File: config.mk
export PLATFORM = sky130hd
export DESIGN_NAME = pwm_controller
export DESIGN_NICKNAME = d
export VERILOG_FILES = /design/src/rtl/pwm_pkg.sv /design/src/rtl/pwm_period_counter.sv /design/src/rtl/pwm_controller.sv
export SDC_FILE = /design/constraint.sdc
export NUM_CORES = 1
export LEC_CHECK = 0
export ABC_AREA = 1
export CORE_ASPECT_RATIO = 0.6
export CORE_MARGIN = 3
export CORE_UTILIZATION = 57
export CTS_BUF_LIST = sky130_fd_sc_hd__clkbuf_4 sky130_fd_sc_hd__clkbuf_8
export CTS_CLUSTER_DIAMETER = 40
export DETAILED_ROUTE_END_ITERATION = 7
export PLACE_DENSITY = 0.89
export RECOVER_POWER = 100
export SYNTH_ARGS = -nofsm -noshare
export SYNTH_HDL_FRONTEND = slang
export SYNTH_SLANG_ARGS = --single-unit
File: constraint.sdc
create_clock -name Clk -period 3.1 [get_ports Clk]
set_input_delay 0.465 -clock Clk [delete_from_list [all_inputs] [get_ports Clk]]
set_output_delay 0.465 -clock Clk [all_outputs]
set_load 0.1 [all_outputs]
File: src/rtl/pwm_pkg.sv
// -----------------------------------------------------------------------------
// pwm_pkg
// Shared types and helpers for the PWM sequencer.
//   state_t      : sequencer state (IDLE / RUN / STOP)
//   MIN_PERIOD   : shortest period the counter is allowed to run
//   clamp_period : raises a requested period to MIN_PERIOD when too short
// -----------------------------------------------------------------------------
package pwm_pkg;

    typedef enum logic [1:0] {
        IDLE = 2'd0,
        RUN  = 2'd1,
        STOP = 2'd2
    } state_t;

    localparam int unsigned MIN_PERIOD = 2;

    // A period below 2 would leave no room for a low phase after count 0, so
    // short requests are raised rather than rejected.
    function automatic int unsigned clamp_period(input int unsigned period);
        return (period < MIN_PERIOD) ? MIN_PERIOD : period;
    endfunction

endpackage

File: src/rtl/pwm_period_counter.sv
// -----------------------------------------------------------------------------
// pwm_period_counter
// Position counter within one PWM period; wraps period-1 -> 0.
//   Clk        : system clock, rising edge
//   Rst        : synchronous active-high reset (count -> 0)
//   advance    : count this clock (held otherwise)
//   period     : current period length in clocks (runtime value)
//   count      : registered position within the period
//   next_count : value count takes on the next edge (for aligned outputs)
//   terminal   : count is at period-1
// -----------------------------------------------------------------------------
module pwm_period_counter #(
    parameter int count_width = 7
) (
    input  logic                   Clk,
    input  logic                   Rst,
    input  logic                   advance,
    input  logic [count_width-1:0] period,
    output logic [count_width-1:0] count,
    output logic [count_width-1:0] next_count,
    output logic                   terminal
);

    assign terminal = (count == period - count_width'(1));

    // NOTE: every signal assigned in always_comb gets a default first, so no path leaves it unassigned and no latch is inferred.
    always_comb begin
        next_count = count;
        if (advance) begin
            next_count = terminal ? '0 : count + count_width'(1);
        end
    end

    // NOTE: registers use non-blocking assignments so every flop samples pre-edge values regardless of statement order.
    always_ff @(posedge Clk) begin
        if (Rst) begin
            count <= '0;
        end else begin
            count <= next_count;
        end
    end

endmodule

File: src/rtl/pwm_controller.sv
// -----------------------------------------------------------------------------
// pwm_controller
// Sequencer/configurator for the PWM datapath: runs the per-period counter,
// drives pwm_out, steps the sample-table address once per period and accepts
// period/duty updates that take effect only at period boundaries.
//   Clk, Rst    : clock (rising edge), synchronous active-high reset
//   en          : level-sensitive run request
//   cfg_valid   : configuration offer
//   cfg_ready   : configuration can be accepted
//   cfg_period  : requested period in clocks (values < 2 run as 2)
//   cfg_duty    : requested high time in clocks
//   pwm_out     : registered PWM output
//   count       : registered position within the current period
//   address     : registered sample-table address, wraps at table_depth
//   period_end  : last cycle of a period while not idle
//   busy        : sequencer not idle
// -----------------------------------------------------------------------------
module pwm_controller
    import pwm_pkg::*;
#(
    parameter int count_width = 7,
    parameter int max_value   = 100,
    parameter int table_depth = 100,
    parameter int addr_width  = 7
) (
    input  logic                   Clk,
    input  logic                   Rst,
    input  logic                   en,
    input  logic                   cfg_valid,
    output logic                   cfg_ready,
    input  logic [count_width-1:0] cfg_period,
    input  logic [count_width-1:0] cfg_duty,
    output logic                   pwm_out,
    output logic [count_width-1:0] count,
    output logic [addr_width-1:0]  address,
    output logic                   period_end,
    output logic                   busy
);

    state_t                 state;
    logic [count_width-1:0] active_period, active_duty;
    logic [count_width-1:0] shadow_period, shadow_duty;
    logic [count_width-1:0] period_next, duty_next;
    logic [count_width-1:0] next_count;
    logic                   pending;
    logic                   terminal;
    logic                   xfer;
    logic                   stop_now;
    logic                   apply_pending;
    logic                   load_direct;

    pwm_period_counter #(
        .count_width (count_width)
    ) u_counter (
        .Clk        (Clk),
        .Rst        (Rst),
        .advance    (busy),
        .period     (active_period),
        .count      (count),
        .next_count (next_count),
        .terminal   (terminal)
    );

    assign busy       = (state != IDLE);
    assign period_end = busy && terminal;
    // Pending is never left set in IDLE, so this also keeps cfg_ready high there.
    assign cfg_ready  = !pending;
    assign xfer       = cfg_valid && cfg_ready;

    always_comb begin
        stop_now      = (state == STOP) && !en && period_end;
        apply_pending = period_end && pending;
        // An offer taken on the final STOP boundary has no later boundary to
        // wait for, so it is loaded directly, exactly like an offer in IDLE.
        load_direct   = xfer && ((state == IDLE) || stop_now);
        period_next   = active_period;
        duty_next     = active_duty;
        if (load_direct) begin
            period_next = count_width'(clamp_period(32'(cfg_period)));
            duty_next   = cfg_duty;
        end else if (apply_pending) begin
            period_next = shadow_period;
            duty_next   = shadow_duty;
        end
    end

    always_ff @(posedge Clk) begin
        if (Rst) begin
            state         <= IDLE;
            active_period <= count_width'(max_value);
            active_duty   <= '0;
            shadow_period <= '0;
            shadow_duty   <= '0;
            pending       <= 1'b0;
            address       <= '0;
            pwm_out       <= 1'b0;
        end else begin
            active_period <= period_next;
            active_duty   <= duty_next;

            // xfer implies pending is clear, so it never collides with apply.
            // An offer on a boundary cycle lands in shadow and waits a period.
            if (xfer && !load_direct) begin
                shadow_period <= count_width'(clamp_period(32'(cfg_period)));
                shadow_duty   <= cfg_duty;
                pending       <= 1'b1;
            end else if (apply_pending) begin
                pending <= 1'b0;
            end

            if (period_end) begin
                address <= (address == addr_width'(table_depth - 1))
                         ? '0 : address + addr_width'(1);
            end

            // pwm_out is registered with count: it reflects next_count against
            // the duty that will be active for that position.
            unique case (state)
                IDLE: begin
                    pwm_out <= en && (next_count < duty_next);
                    if (en) state <= RUN;
                end
                RUN: begin
                    pwm_out <= (next_count < duty_next);
                    if (!en) state <= STOP;
                end
                STOP: begin
                    if (en) begin
                        state   <= RUN;
                        pwm_out <= (next_count < duty_next);
                    end else if (period_end) begin
                        state   <= IDLE;
                        pwm_out <= 1'b0;
                    end else begin
                        pwm_out <= (next_count < duty_next);
                    end
                end
                default: begin
                    state   <= IDLE;
                    pwm_out <= 1'b0;
                end
            endcase
        end
    end

endmodule

== After elaboration in Yosys (flattened, before gate mapping) ==
Cells that the tools add are included.
Storage, ports and cells
  register bits after elaboration: 46
  input bits: 18
  output and inout port bits: 18
Cells by class
  add/subtract/negate cells: 3
  order comparisons: 2
  eq/ne operators: 7
  mux-type cells: 18
  reductions and logical operators: 17
Operators with widths (number)
  2-to-1 mux 7 bit: 8
  adder 7 x 1 -> 7 bit, second input constant: 2
  logical AND 1 bit: 8
  2-to-1 mux 2 bit: 4
  == test 7 bit: 1
  == test 7 bit, second input constant: 1
  < comparator 7 x 2 -> 1 bit, second input constant: 1
  < comparator 7 bit: 1
  subtractor 7 x 1 -> 7 bit, second input constant: 1
  one-hot mux 2 bit (3 select lines): 1
  nonzero test 2 bit: 3
  2-to-1 mux 1 bit: 4
  inequality test 2 bit, second input constant: 2
  zero test 1 bit: 3
  inequality test 3 bit, second input constant: 1
  one-hot mux 1 bit (3 select lines): 1
  AND reduction 3 bit: 1
  == test 2 x 1 -> 1 bit, second input constant: 1
  == test 2 bit, second input constant: 1
  zero test 2 bit: 1
  logical OR 1 bit: 1

== Logic depth before layout (Yosys ltp) ==
  depth after elaboration: 11
  gate-level depth with buffers: 22
  mapped depth without buffers: 21

== Modules after synthesis ==
From an unflattened synthesis, not the netlist that was laid out.
Second synthesis, totals
  cells, all modules: 349
  area total of the unflattened synthesis: 2517.4 µm²
By module, submodules not included
  pwm_controller: times used 1, cells an instance 236, area each 1891.8 µm², seq. area each 780.7 µm²
  pwm_period_counter: times used 1, cells an instance 113, area each 625.6 µm², seq. area each 140.1 µm²

== Least setup slack after synthesis ==
OpenSTA, ideal clock, no wires.
  kind: register to register
  start: register u_counter.count[0]
  end: register pwm_out
  data arrival time: 3028 ps
  data required time: 3030 ps
  setup slack: 3 ps
  stages on the path, launching flop included: 21
  path buffers: 1
  period minus slack after synthesis: 3097 ps
  cells stage by stage: dfxtp_1 inv_1 nand2_1 nand2_1 nor2_2 nand3_1 nor2_2 nand3_1 nand2_2 nand2_4 buf_6 o211ai_2 o21ai_2 ha_1 nand2_1 inv_1 nand2_1 nand3_1 a31oi_1 nand2_1 a21oi_1
Between the ends
  word-level cells in the longest chain between the ends: 10
  elaborated cells between the ends (all ways): 16
  those cells by class: 1 x add/sub; 1 x order compare; 1 x eq/ne; 7 x mux; 6 x reduce/logical
Ends and longest elaborated chain
  from (decl): line pwm_period_counter.sv:19  | output logic [count_width-1:0] count,
  from (signal assigned): line pwm_period_counter.sv:39  | count <= next_count;
  parallel branches: the longest is 9 deep, another holds adder 7 x 1 -> 7 bit
  one-hot mux 1 bit (3 select lines) *: line pwm_controller.sv:118  | unique case (state)
  to (signal assigned): line pwm_controller.sv:120  | pwm_out <= en && (next_count < duty_next);
  to (signal assigned): line pwm_controller.sv:124  | pwm_out <= (next_count < duty_next);
  to (signal assigned): line pwm_controller.sv:130  | pwm_out <= (next_count < duty_next);
  to (decl): line pwm_controller.sv:33  | output logic pwm_out,
Every way passes the cells marked *.
A chain may end at the register's enable or synchronous reset.

== Worst setup path after layout ==
  start: register active_period[1]
  end: register pwm_out
Between the ends
  word-level cells in the longest chain between the ends: 11
  elaborated cells between the ends (all ways): 16
  those cells by class: 1 x add/sub; 1 x order compare; 1 x eq/ne; 7 x mux; 6 x reduce/logical
Ends and longest elaborated chain
  from (decl): line pwm_controller.sv:41  | logic [count_width-1:0] active_period, active_duty;
  from (signal assigned): line pwm_controller.sv:90  | active_period <= count_width'(max_value);
  from (signal assigned): line pwm_controller.sv:98  | active_period <= period_next;
  subtractor 7 x 1 -> 7 bit *: line pwm_period_counter.sv:24  | assign terminal = (count == period - count_width'(1));
  == test 7 bit *: line pwm_period_counter.sv:24
  logical AND 1 bit: line pwm_controller.sv:65  | assign period_end = busy && terminal;
  logical AND 1 bit: line pwm_controller.sv:71  | stop_now = (state == STOP) && !en && period_end;
  logical OR 1 bit: line pwm_controller.sv:75  | load_direct = xfer && ((state == IDLE) || stop_now);
  logical AND 1 bit: line pwm_controller.sv:75
  2-to-1 mux 7 bit: line pwm_controller.sv:78  | if (load_direct) begin
  < comparator 7 bit
  2-to-1 mux 1 bit: line pwm_controller.sv:131  | end else if (period_end) begin
  2-to-1 mux 1 bit: line pwm_controller.sv:128  | if (en) begin
  one-hot mux 1 bit (3 select lines) *: line pwm_controller.sv:118
Every way passes the cells marked *; elsewhere a longest branch is shown, timed or not.

==> results.md <==
- Outcome: complete, no violations
- Via count: 2507
- Hpwl dp: 4680 um
- Slew HR: 0.214
- Core Area: 4230 um2
- Critical-path top delay cell: dfxtp_1
- Most frequent CP cell: nand2_1
- # hold bufs at CTS: 0
- Min-delay worst type: reg2reg
- Register area share after synthesis: 0.356
- Post-Route WL: 6220 um
- Number of synthesized register bits: 46
- TritonCTS Buffers: 5
- Synthesized Nets: 397
- Number of synthesized flops with an enable pin: 0
- Pre-Repair DR Iteration Count: 5
- Iter 0 DRT Violations: 158
- Gr usage total: 0.236
- Largest net degree at the start of global routing: 25
- Setup TNS: 0 ns
- Clk_skew: 0.00996 ns
- Average size of a mapped cell: 6.98 um2
- Grt met2 use: 0.369
- CP required: 3.34 ns
- Commonest non-fill, non-tap cell in the layout: nand2_1
- Grt total ovfl: 0
- CP Launch Type: register
- Initial antenna violation count: 0
- Pleak: 1.39 nW
- Post-route ant nets: 0
- Starting Density: 0.610
- CP peak stage delay: 0.37 ns
- Met1 GRT Util: 0.341
- Die ar.: 5400 um2
- Vias in the first global route: 2174
- Min Hold Slack: 0.458 ns
- Minimum clock period: 2.88 ns
- Most frequent cells in the layout: nand2_1 (99), inv_1 (56), dfxtp_1 (45)
- FP Rows: 18
- CTS H-tree lvls: 2
- Global routing's busiest layer: met2
- Pwr/cell area: 459 nW/um2
- Worst path cell trace: inv_1 > ha_1 > inv_1 > nand2_1 > nand2_1 > nor2_2 > nand3_1 > nor2_2 > nand3_1 > nand2_2 > nand2_8 > o211ai_2 > o21ai_2 > ha_1 > nand2_1 > inv_1 > nand2_1 > nand3_1 > a31oi_1 > nand2_1 > a21oi_1
- Peak supply drop: 0.339 mV
- Fin util: 0.715
- DR vias/cell: 5.30
- Routability cong.: 0.918
- Top FF cell, synth: dfxtp_1
- Routing usage on met3: 0.0545
- RSZ-0062 raised after global routing: no
- Area of the mapped netlist: 2580 um2
- R2R depth: 21
- Synth cell types: 34
- PortBufs: 35
- Hold Path Depth: 2
- Clock Latency Late Sink: 0.30 ns
- Tcrit/Tclk final: 0.930
- Global-route wire length before repair: 10200 um
- CTS tree: built
- WP data arrival: 3.12 ns
- Height of the die: 58.2 um
- Sinks on Clock Net: 46
- R2R Setup Slk: 0.22 ns
- Crit Path Category: reg2reg
- WL per Instance: 13.1 um
- Synth Warn #: 0
- CTS clk-pin slew, worst paths: 0.09 ns
- Post-synth top area cell: dfxtp_1
- Total chip power: 1.39 mW
- Fin nets: 440
- Asr flop ratio synth: 0
- Ports: 36
- Max frequency: 0.347 GHz
- Register Area: 922 um2
- Fillers: 386
- N_diodes: 0
- Crit-path max FO: 10
- # setup viols final: 0
- Layout cell share with drive strength beyond 1: 0.119
- DRC errors left: 0
- Least-Margin Pin Slew: 1.18 ns
- CTS Root Cell: clkbuf_8
- P&R area growth vs syn: 17.1%
- Area share of the largest cell type after synthesis: 0.356
- MaxCap Viol Count: 0
- Synth Instances: 370
- CP Capture Type: register
- Longest Clk Path Bufs: 2
- Synth area leaders: dfxtp_1 (36%), nand2_1 (14%), inv_1 (7.6%)
- Fin. Hold Viols: 0
- Multi-input logic area: 1380 um2
- Die W: 92.9 um
- Fin. max-slew vios: 0
## final timing paths
path,startpoint,to
worst max register to register,active_period[1],pwm_out
worst min-delay path,shadow_duty[4],shadow_duty[4]
worst max-delay path,active_period[1],pwm_out
worst min register to register,shadow_duty[4],shadow_duty[4]
## metrics by stage
stage,cell area [um2],std cells,worst slack (ns)
final,3030,473,0.218
after global routing,3030,473,0.0206
after CTS,3060,468,0.161
after detailed placement,2940,461,0.226
after global placement,2940,461,0.413
after floorplan,2580,370,0.00267
## repair_timing
item	in CTS	in global routing
gates resized for setup	0	4
setup endpoints to repair	0	1
buffers inserted	0	5
## cells by family after synthesis
group,after synthesis,synth area share
buffers and inverters,69,0.109
and+or+nand+nor,183,0.330
xor gates and xnor gates,6,0.0203
adders and majority gates,9,0.0436
AOI/OAI and AO/OA,57,0.140
DFF,46,0.356
## registers in the layout, indices dropped and copies added, names as in the netlist
| register | cells |
|---|---|
| shadow_duty | 7 |
| pending | 1 |
| active_period | 7 |
| address | 7 |
| u_counter.count | 7 |
| shadow_period | 7 |
| pwm_out | 1 |
| active_duty | 7 |
| state | 2 |
## where the power goes
part | total [mW] | internal (mW) | switching, mW
registers | 0.642 | 0.622 | 0.0201
clock network | 0.455 | 0.258 | 0.197
logic | 0.291 | 0.100 | 0.190
total | 1.39 | 0.981 | 0.408
## cell type report
type | instances | area share
multi-input cells | 255 | 0.455
inverters | 60 | 0.0744
well taps | 60 | 0.0248
repair buffers | 45 | 0.103
flip-flops and latches | 46 | 0.305
clock inverters | 1 | 0.00993
clock buffers | 6 | 0.0273
## per-layer routing
| layer | vias up | wire length (um) |
|---|---|---|
| li1 | 1268 | - |
| met1 | 1144 | 2920 |
| met2 | 89 | 2720 |
| met3 | 6 | 546 |
| met4 | 0 | 35 |
| met5 | - | 0 |
## Yosys cell counts (all sizes together), types with 3 or more instances
cell type / number
nand2: 105
inv: 59
dfxtp: 46
nor2: 39
a21oi: 25
nand3: 21
o21ai: 19
ha: 9
nor3: 7
a31oi: 5
buf: 5
o211ai: 5
clkbuf: 4
nand4: 4
xor2: 4
o2111ai: 3
## worst max-delay path, delay by kind of cell (launching register included)
| family | cells | cell delay (ns) |
|---|---|---|
| simple gates | 12 | 1.22 |
| buf+inv | 3 | 0.17 |
| flops | 1 | 0.37 |
| compound gates | 4 | 0.47 |
| fa+ha+maj | 2 | 0.61 |
(Power assumes the default switching activity.)
